`config.mk`:
```
export PLATFORM = sky130hd
export DESIGN_NAME = perf_csr
export DESIGN_NICKNAME = d
export VERILOG_FILES = /design/src/rtl/perf_csr.sv
export SDC_FILE = /design/constraint.sdc
export NUM_CORES = 1
export LEC_CHECK = 0
export CELL_PAD_IN_SITES_DETAIL_PLACEMENT = 0
export CELL_PAD_IN_SITES_GLOBAL_PLACEMENT = 1
export CORE_MARGIN = 4
export CORE_UTILIZATION = 42
export CTS_CLUSTER_DIAMETER = 200
export CTS_CLUSTER_SIZE = 30
export DETAILED_ROUTE_END_ITERATION = 16
export HOLD_SLACK_MARGIN = 0.12
export PLACE_DENSITY_LB_ADDON = 0.1
export SYNTH_ARGS = -nofsm -noshare
export SYNTH_HDL_FRONTEND = slang
export SYNTH_SLANG_ARGS = --single-unit
```
`constraint.sdc`:
```
create_clock -name clk -period 14.1 [get_ports clk]
set_input_delay 2.82 -clock clk [delete_from_list [all_inputs] [get_ports clk]]
set_output_delay 2.82 -clock clk [all_outputs]
set_load 0.01 [all_outputs]
```
`src/rtl/perf_csr.sv`:
```
// CSR front end for the performance monitor: start command, sticky status,
// counter shadows captured on measurement completion, and a level interrupt.
`timescale 1ns/1ps
module perf_csr #(
    parameter int unsigned COUNTER_WIDTH = 32,
    parameter logic [31:0] ID_VALUE      = 32'h5045_5246
) (
    input  logic                     clk,
    input  logic                     rst,
    input  logic                     csr_req_valid,
    output logic                     csr_req_ready,
    input  logic                     csr_req_write,
    input  logic [5:0]               csr_req_addr,
    input  logic [31:0]              csr_req_wdata,
    output logic                     csr_rsp_valid,
    input  logic                     csr_rsp_ready,
    output logic [31:0]              csr_rsp_rdata,
    output logic                     csr_rsp_err,
    input  logic [COUNTER_WIDTH-1:0] total_cycles_in,
    input  logic [COUNTER_WIDTH-1:0] active_cycles_in,
    input  logic [COUNTER_WIDTH-1:0] idle_cycles_in,
    input  logic [31:0]              dma_bytes_in,
    input  logic [31:0]              blocks_in,
    input  logic [31:0]              stalls_in,
    input  logic                     measurement_done_in,
    output logic                     start_pulse,
    output logic                     irq
);

    // state | meaning
    // IDLE  | ready to accept a request
    // RESP  | response held until csr_rsp_ready
    typedef enum logic {
        ST_IDLE = 1'b0,
        ST_RESP = 1'b1
    } state_t;

    state_t      state_q, state_d;
    logic [31:0] rdata_q, rdata_d;
    logic        err_q, err_d;
    logic        irq_en_q, irq_en_d;
    logic        done_q, done_d;
    logic        measuring_q, measuring_d;
    logic        overrun_q, overrun_d;
    logic        start_pulse_q, start_pulse_d;
    logic        irq_q, irq_d;
    logic [31:0] total_q, active_q, idle_q, dma_q, blocks_q, stalls_q;

    logic        accept;
    logic [3:0]  word;
    logic [31:0] rd_data;
    logic        rd_hit;
    logic        rd_only;
    logic        req_err;
    logic        ctrl_wr;
    logic        status_wr;
    logic        start_go;
    logic        unused_bits;

    assign word          = csr_req_addr[5:2];
    assign accept        = csr_req_valid && (state_q == ST_IDLE);
    assign csr_req_ready = (state_q == ST_IDLE);
    assign csr_rsp_valid = (state_q == ST_RESP);
    assign csr_rsp_rdata = rdata_q;
    assign csr_rsp_err   = err_q;
    assign start_pulse   = start_pulse_q;
    assign irq           = irq_q;
    assign unused_bits   = ^{csr_req_addr[1:0], csr_req_wdata[31:3]};

    always_comb begin
        rd_data = '0;
        rd_hit  = 1'b1;
        rd_only = 1'b1;
        case (word)
            4'd0: begin
                rd_data = {30'd0, irq_en_q, 1'b0};
                rd_only = 1'b0;
            end
            4'd1: begin
                rd_data = {29'd0, overrun_q, measuring_q, done_q};
                rd_only = 1'b0;
            end
            4'd2:    rd_data = total_q;
            4'd3:    rd_data = active_q;
            4'd4:    rd_data = idle_q;
            4'd5:    rd_data = dma_q;
            4'd6:    rd_data = blocks_q;
            4'd7:    rd_data = stalls_q;
            4'd8:    rd_data = ID_VALUE;
            default: rd_hit  = 1'b0;
        endcase
    end

    assign req_err   = !rd_hit || (csr_req_write && rd_only);
    assign ctrl_wr   = accept && csr_req_write && (word == 4'd0);
    assign status_wr = accept && csr_req_write && (word == 4'd1);
    assign start_go  = ctrl_wr && csr_req_wdata[0] && !measuring_q;

    always_comb begin
        state_d       = state_q;
        rdata_d       = rdata_q;
        err_d         = err_q;
        irq_en_d      = irq_en_q;
        done_d        = done_q;
        measuring_d   = measuring_q;
        overrun_d     = overrun_q;
        start_pulse_d = start_go;
        irq_d         = irq_en_q && done_q;

        case (state_q)
            ST_IDLE: if (csr_req_valid) state_d = ST_RESP;
            ST_RESP: if (csr_rsp_ready) state_d = ST_IDLE;
            default: state_d = ST_IDLE;
        endcase

        if (accept) begin
            err_d   = req_err;
            rdata_d = (req_err || csr_req_write) ? 32'd0 : rd_data;
        end

        if (ctrl_wr) irq_en_d = csr_req_wdata[1];

        // A done arriving alongside the start pulse belongs to the old run.
        if (measurement_done_in && !start_pulse_q) measuring_d = 1'b0;
        if (start_go) measuring_d = 1'b1;

        // Sets are applied after clears so a coincident set wins.
        if (status_wr && csr_req_wdata[0]) done_d = 1'b0;
        if (measurement_done_in) done_d = 1'b1;
        if (status_wr && csr_req_wdata[2]) overrun_d = 1'b0;
        if (measurement_done_in && done_q) overrun_d = 1'b1;
    end

    always_ff @(posedge clk or posedge rst) begin
        if (rst) begin
            state_q       <= ST_IDLE;
            rdata_q       <= '0;
            err_q         <= 1'b0;
            irq_en_q      <= 1'b0;
            done_q        <= 1'b0;
            measuring_q   <= 1'b0;
            overrun_q     <= 1'b0;
            start_pulse_q <= 1'b0;
            irq_q         <= 1'b0;
        end else begin
            state_q       <= state_d;
            rdata_q       <= rdata_d;
            err_q         <= err_d;
            irq_en_q      <= irq_en_d;
            done_q        <= done_d;
            measuring_q   <= measuring_d;
            overrun_q     <= overrun_d;
            start_pulse_q <= start_pulse_d;
            irq_q         <= irq_d;
        end
    end

    always_ff @(posedge clk or posedge rst) begin
        if (rst) begin
            total_q  <= '0;
            active_q <= '0;
            idle_q   <= '0;
            dma_q    <= '0;
            blocks_q <= '0;
            stalls_q <= '0;
        end else if (measurement_done_in) begin
            total_q  <= 32'(total_cycles_in);
            active_q <= 32'(active_cycles_in);
            idle_q   <= 32'(idle_cycles_in);
            dma_q    <= dma_bytes_in;
            blocks_q <= blocks_in;
            stalls_q <= stalls_in;
        end
    end

endmodule

```
==> flow_summary.json <==
{
  "status": "completed",
  "syn_area_sq_um": 10200,
  "pwr-share-seq_pct": 56.6,
  "grt_max_degree": 115,
  "wl_met1_um": 11700,
  "synthCells": 730,
  "cp.required_ns": 14.63,
  "p_total_w": 0.00135,
  "wl_per_cell_um": 21.6,
  "fin_crit_ns": 5.02,
  "vias": 6837,
  "root_buffer": "clkbuf_16",
  "drcViolationCount": 0,
  "drtIter0Drc": 319,
  "postCtsHoldBufs": 0,
  "multi_input_area_sq_um": 4120,
  "cap_viol_max_count": 0,
  "die_x_um": 164,
  "powerDensity_nw_per_um2": 103,
  "die_area_sq_um": 26900,
  "crit_path_max_incr_delay_ns": 0.77,
  "io_buffers": 241,
  "fp.coreArea_sq_um": 23800,
  "synth.distinct_cells": 48,
  "leakage_nw": 5.31,
  "path_class": "input pin to asynchronous set/reset pin",
  "layout.nets": 1174,
  "regArea_sq_um": 5810,
  "routed_wl_um": 27200,
  "synth_top_area_share_pct": 56.7,
  "viasPerCell": 5.44,
  "cts_tree": "done",
  "tightestPinTransition_ns": 1.17,
  "p_switching_w": 0.000330,
  "yosysWarnings": 0,
  "mappedNetlistNets": 966,
  "grt_pass1_vias": 7435,
  "cts_resized": 0,
  "finClkSkew_ns": 0.0193,
  "ant_nets": 0,
  "cp_slowest_cell": "buf_4",
  "antenna_found_initial": 4,
  "critPathLaunchType": "input pin",
  "cp_num_buf_inv": 4,
  "worst_path_most_repeated_cell": "buf_4",
  "cp.arrival_ns": 5.54,
  "crit_family": "buffers and inverters",
  "pwr-share-comb_pct": 17.5,
  "r2r_slack_ns": 11.83,
  "endpoint_kind": "asynchronous set/reset pin",
  "worst-path-stages": 4,
  "rr_worst_depth": 5,
  "synth_top_cell_by_area": "dfrtp_1",
  "peakVddDrop_mv": 0.0976,
  "path_cells": "clkdlybuf4s50_1 -> inv_8 -> buf_4 -> buf_4",
  "grt_pass1_wl_um": 41900,
  "whs_endpoint": "csr_rsp_rdata[20]",
  "hold_path_startpoint": "csr_rsp_rdata[20]",
  "ys.flop_type": "dfrtp_1",
  "min_path_type": "register to register",
  "setup_viol_count_final": 0,
  "cts_max_path_buffers": 3,
  "syn_area_per_cell_sq_um": 14.0,
  "numCtsBuffers": 11,
  "gp_congestion": 0.799,
  "swShare_pct": 24.6,
  "yosysSeqAreaShare_pct": 56.7,
  "placed_area_sq_um": 12800,
  "postCtsSetupBuffers": 0,
  "rows": 56,
  "r2r-end": "csr_rsp_rdata[17]",
  "fmax_mhz": 199,
  "grtUsageTotal_pct": 19.9,
  "cts_num_sinks": 232,
  "r2r-start": "csr_rsp_valid",
  "wl_met2_um": 12900,
  "routed-wl-met3_um": 1960,
  "internal_power_w": 0.00102,
  "fin_crit_sh_pct": 35.6,
  "slew-limit-headroom_pct": 21.7,
  "clkSlewWorstSetupHoldPaths_ns": 0.12,
  "async_reset_ff_share_pct": 100,
  "worstPathMaxFanout": 114,
  "ys_top_cells_by_area": "dfrtp_1 57%, mux2_2 24%, mux2i_1 2.3%",
  "setup_tns_ns": 0,
  "start_util_pct": 43.1,
  "rsz0062_at_grt": "false",
  "synth_edf_count": 0,
  "htreeDepth": 1,
  "clk_latency_ns": 0.47,
  "top_layer": "met5",
  "worstHoldPathCells": 2,
  "final_max_slew_viol_count": 0,
  "fill_cells": 1992,
  "clkPwrFrac_pct": 25.9,
  "ios": 273,
  "syn2layout_area_growth_pct": 28.0,
  "fp.dieH_um": 164,
  "fin_area_sq_um": 13100,
  "post-dp-hpwl_um": 18300,
  "ys_ff_latch": 232,
  "gr-total-overflow": 0,
  "drive_gt1_share_pct": 27.2,
  "dr.pass1.iters": 4,
  "hold_violations": 0
}
[registers in the layout, summed over array words and instances, names as in the netlist, 32 cells and up]
name,flops
active_q,32
blocks_q,32
csr_rsp_rdata,32
dma_q,32
idle_q,32
stalls_q,32
total_q,32
[worst max path at each step]
stage,startpoint,to,slack [ns]
CTS,rst,blocks_q[11],9.02
global route,rst,idle_q[12],8.66
global placement,rst,dma_q[13],8.65
detailed placement,rst,blocks_q[11],8.51
floorplan,rst,active_q[0],4.92
finish,rst,idle_q[12],9.08
[layout by cell type (no fill, tap or decap), types with 2 or more instances in the layout]
cell type,netlist,layout
dfrtp_1,232,232
a22oi_2,4,4
nor2_1,6,6
a22o_1,27,27
clkdlybuf4s50_1,0,238
o21ai_0,6,6
a21oi_1,12,12
a221oi_1,2,2
mux2_2,217,217
nand2b_1,5,4
a21o_1,3,3
buf_4,3,9
nand3b_1,2,2
and3_1,4,4
a2bb2oi_1,3,3
clkbuf_16,0,11
nor2b_1,3,3
a221o_1,3,3
mux2i_1,24,24
a32oi_1,2,2
and3b_1,3,2
o211ai_1,25,25
nor3_1,5,5
nor4b_4,2,2
nand2_1,30,30
a22oi_1,27,27
mux4_2,2,2
nand3_1,5,5
inv_1,5,4
[worst reg2reg max path, delay by kind of cell, from the launching register on]
kind	cells	cell delay [ns]
flops	1	0.42
compound gates	1	0.19
simple gates	2	0.91
buf+inv	2	0.70
[cell usage after synthesis, types with 2 or more instances]
| library cell | instances |
|---|---|
| dfrtp_1 | 232 |
| mux2_2 | 217 |
| nand2_1 | 30 |
| a22o_1 | 27 |
| a22oi_1 | 27 |
| buf_2 | 27 |
| o211ai_1 | 25 |
| mux2i_1 | 24 |
| a21oi_1 | 12 |
| clkbuf_1 | 11 |
| buf_6 | 8 |
| nor2_1 | 6 |
| o21ai_0 | 6 |
| buf_1 | 5 |
| inv_1 | 5 |
| nand2b_1 | 5 |
| nand3_1 | 5 |
| nor3_1 | 5 |
| a22oi_2 | 4 |
| and3_1 | 4 |
| a21o_1 | 3 |
| a221o_1 | 3 |
| a2bb2oi_1 | 3 |
| and3b_1 | 3 |
| buf_4 | 3 |
| nor2b_1 | 3 |
| a221oi_1 | 2 |
| a32oi_1 | 2 |
| mux4_2 | 2 |
| nand3b_1 | 2 |
| nor4b_4 | 2 |
[kinds of logic after synthesis]
group	after synthesis	synth area share (%)
AO/OA/AOI/OAI	125	9.49
buffers and inverters	59	3.19
flip-flops	232	56.7
multiplexers	243	26.7
AND/OR/NAND/NOR	71	3.91
[per-layer routing]
| layer | vias up | global-route usage (%) |
|---|---|---|
| met5 | - | 0 |
| met4 | 6 | 4.00 |
| met3 | 29 | 4.82 |
| met2 | 201 | 33.0 |
| met1 | 3496 | 26.9 |
| li1 | 3105 | - |
[power by group through the flow]
stage               Combinational [W]  Sequential (W)  Clock [W]
floorplan                    0.000132        0.000769          0
global placement             0.000232        0.000771          0
detailed placement           0.000239        0.000775          0
CTS                          0.000240        0.000762   0.000364
global route                 0.000256        0.000770   0.000385
finish                       0.000236        0.000762   0.000348
[through the flow]
stage / instances / worst slack, ns / util (%) / hold slack [ns]
after floorplan: 730 / 4.92 / - / 0.449
after global placement: 1244 / 8.65 / 53.9 / 0.463
after detailed placement: 1244 / 8.51 / 53.9 / 0.479
after CTS: 1256 / 9.02 / 55.1 / 0.507
after global routing: 1257 / 8.66 / 55.1 / 0.526
final: 1257 / 9.08 / 55.1 / 0.505
[final cells by class]
type / instances / area share, %
Timing Repair Buffer: 249 / 18.8
Sequential cell: 232 / 44.3
Tap cell: 319 / 3.05
Clock buffer: 11 / 2.10
Multi-Input combinational cell: 439 / 31.4
Inverter: 5 / 0.201
Antenna cell: 1 / 0.0191
Clock inverter: 1 / 0.0669
No activity file was read; power rests on OpenSTA's default activity.
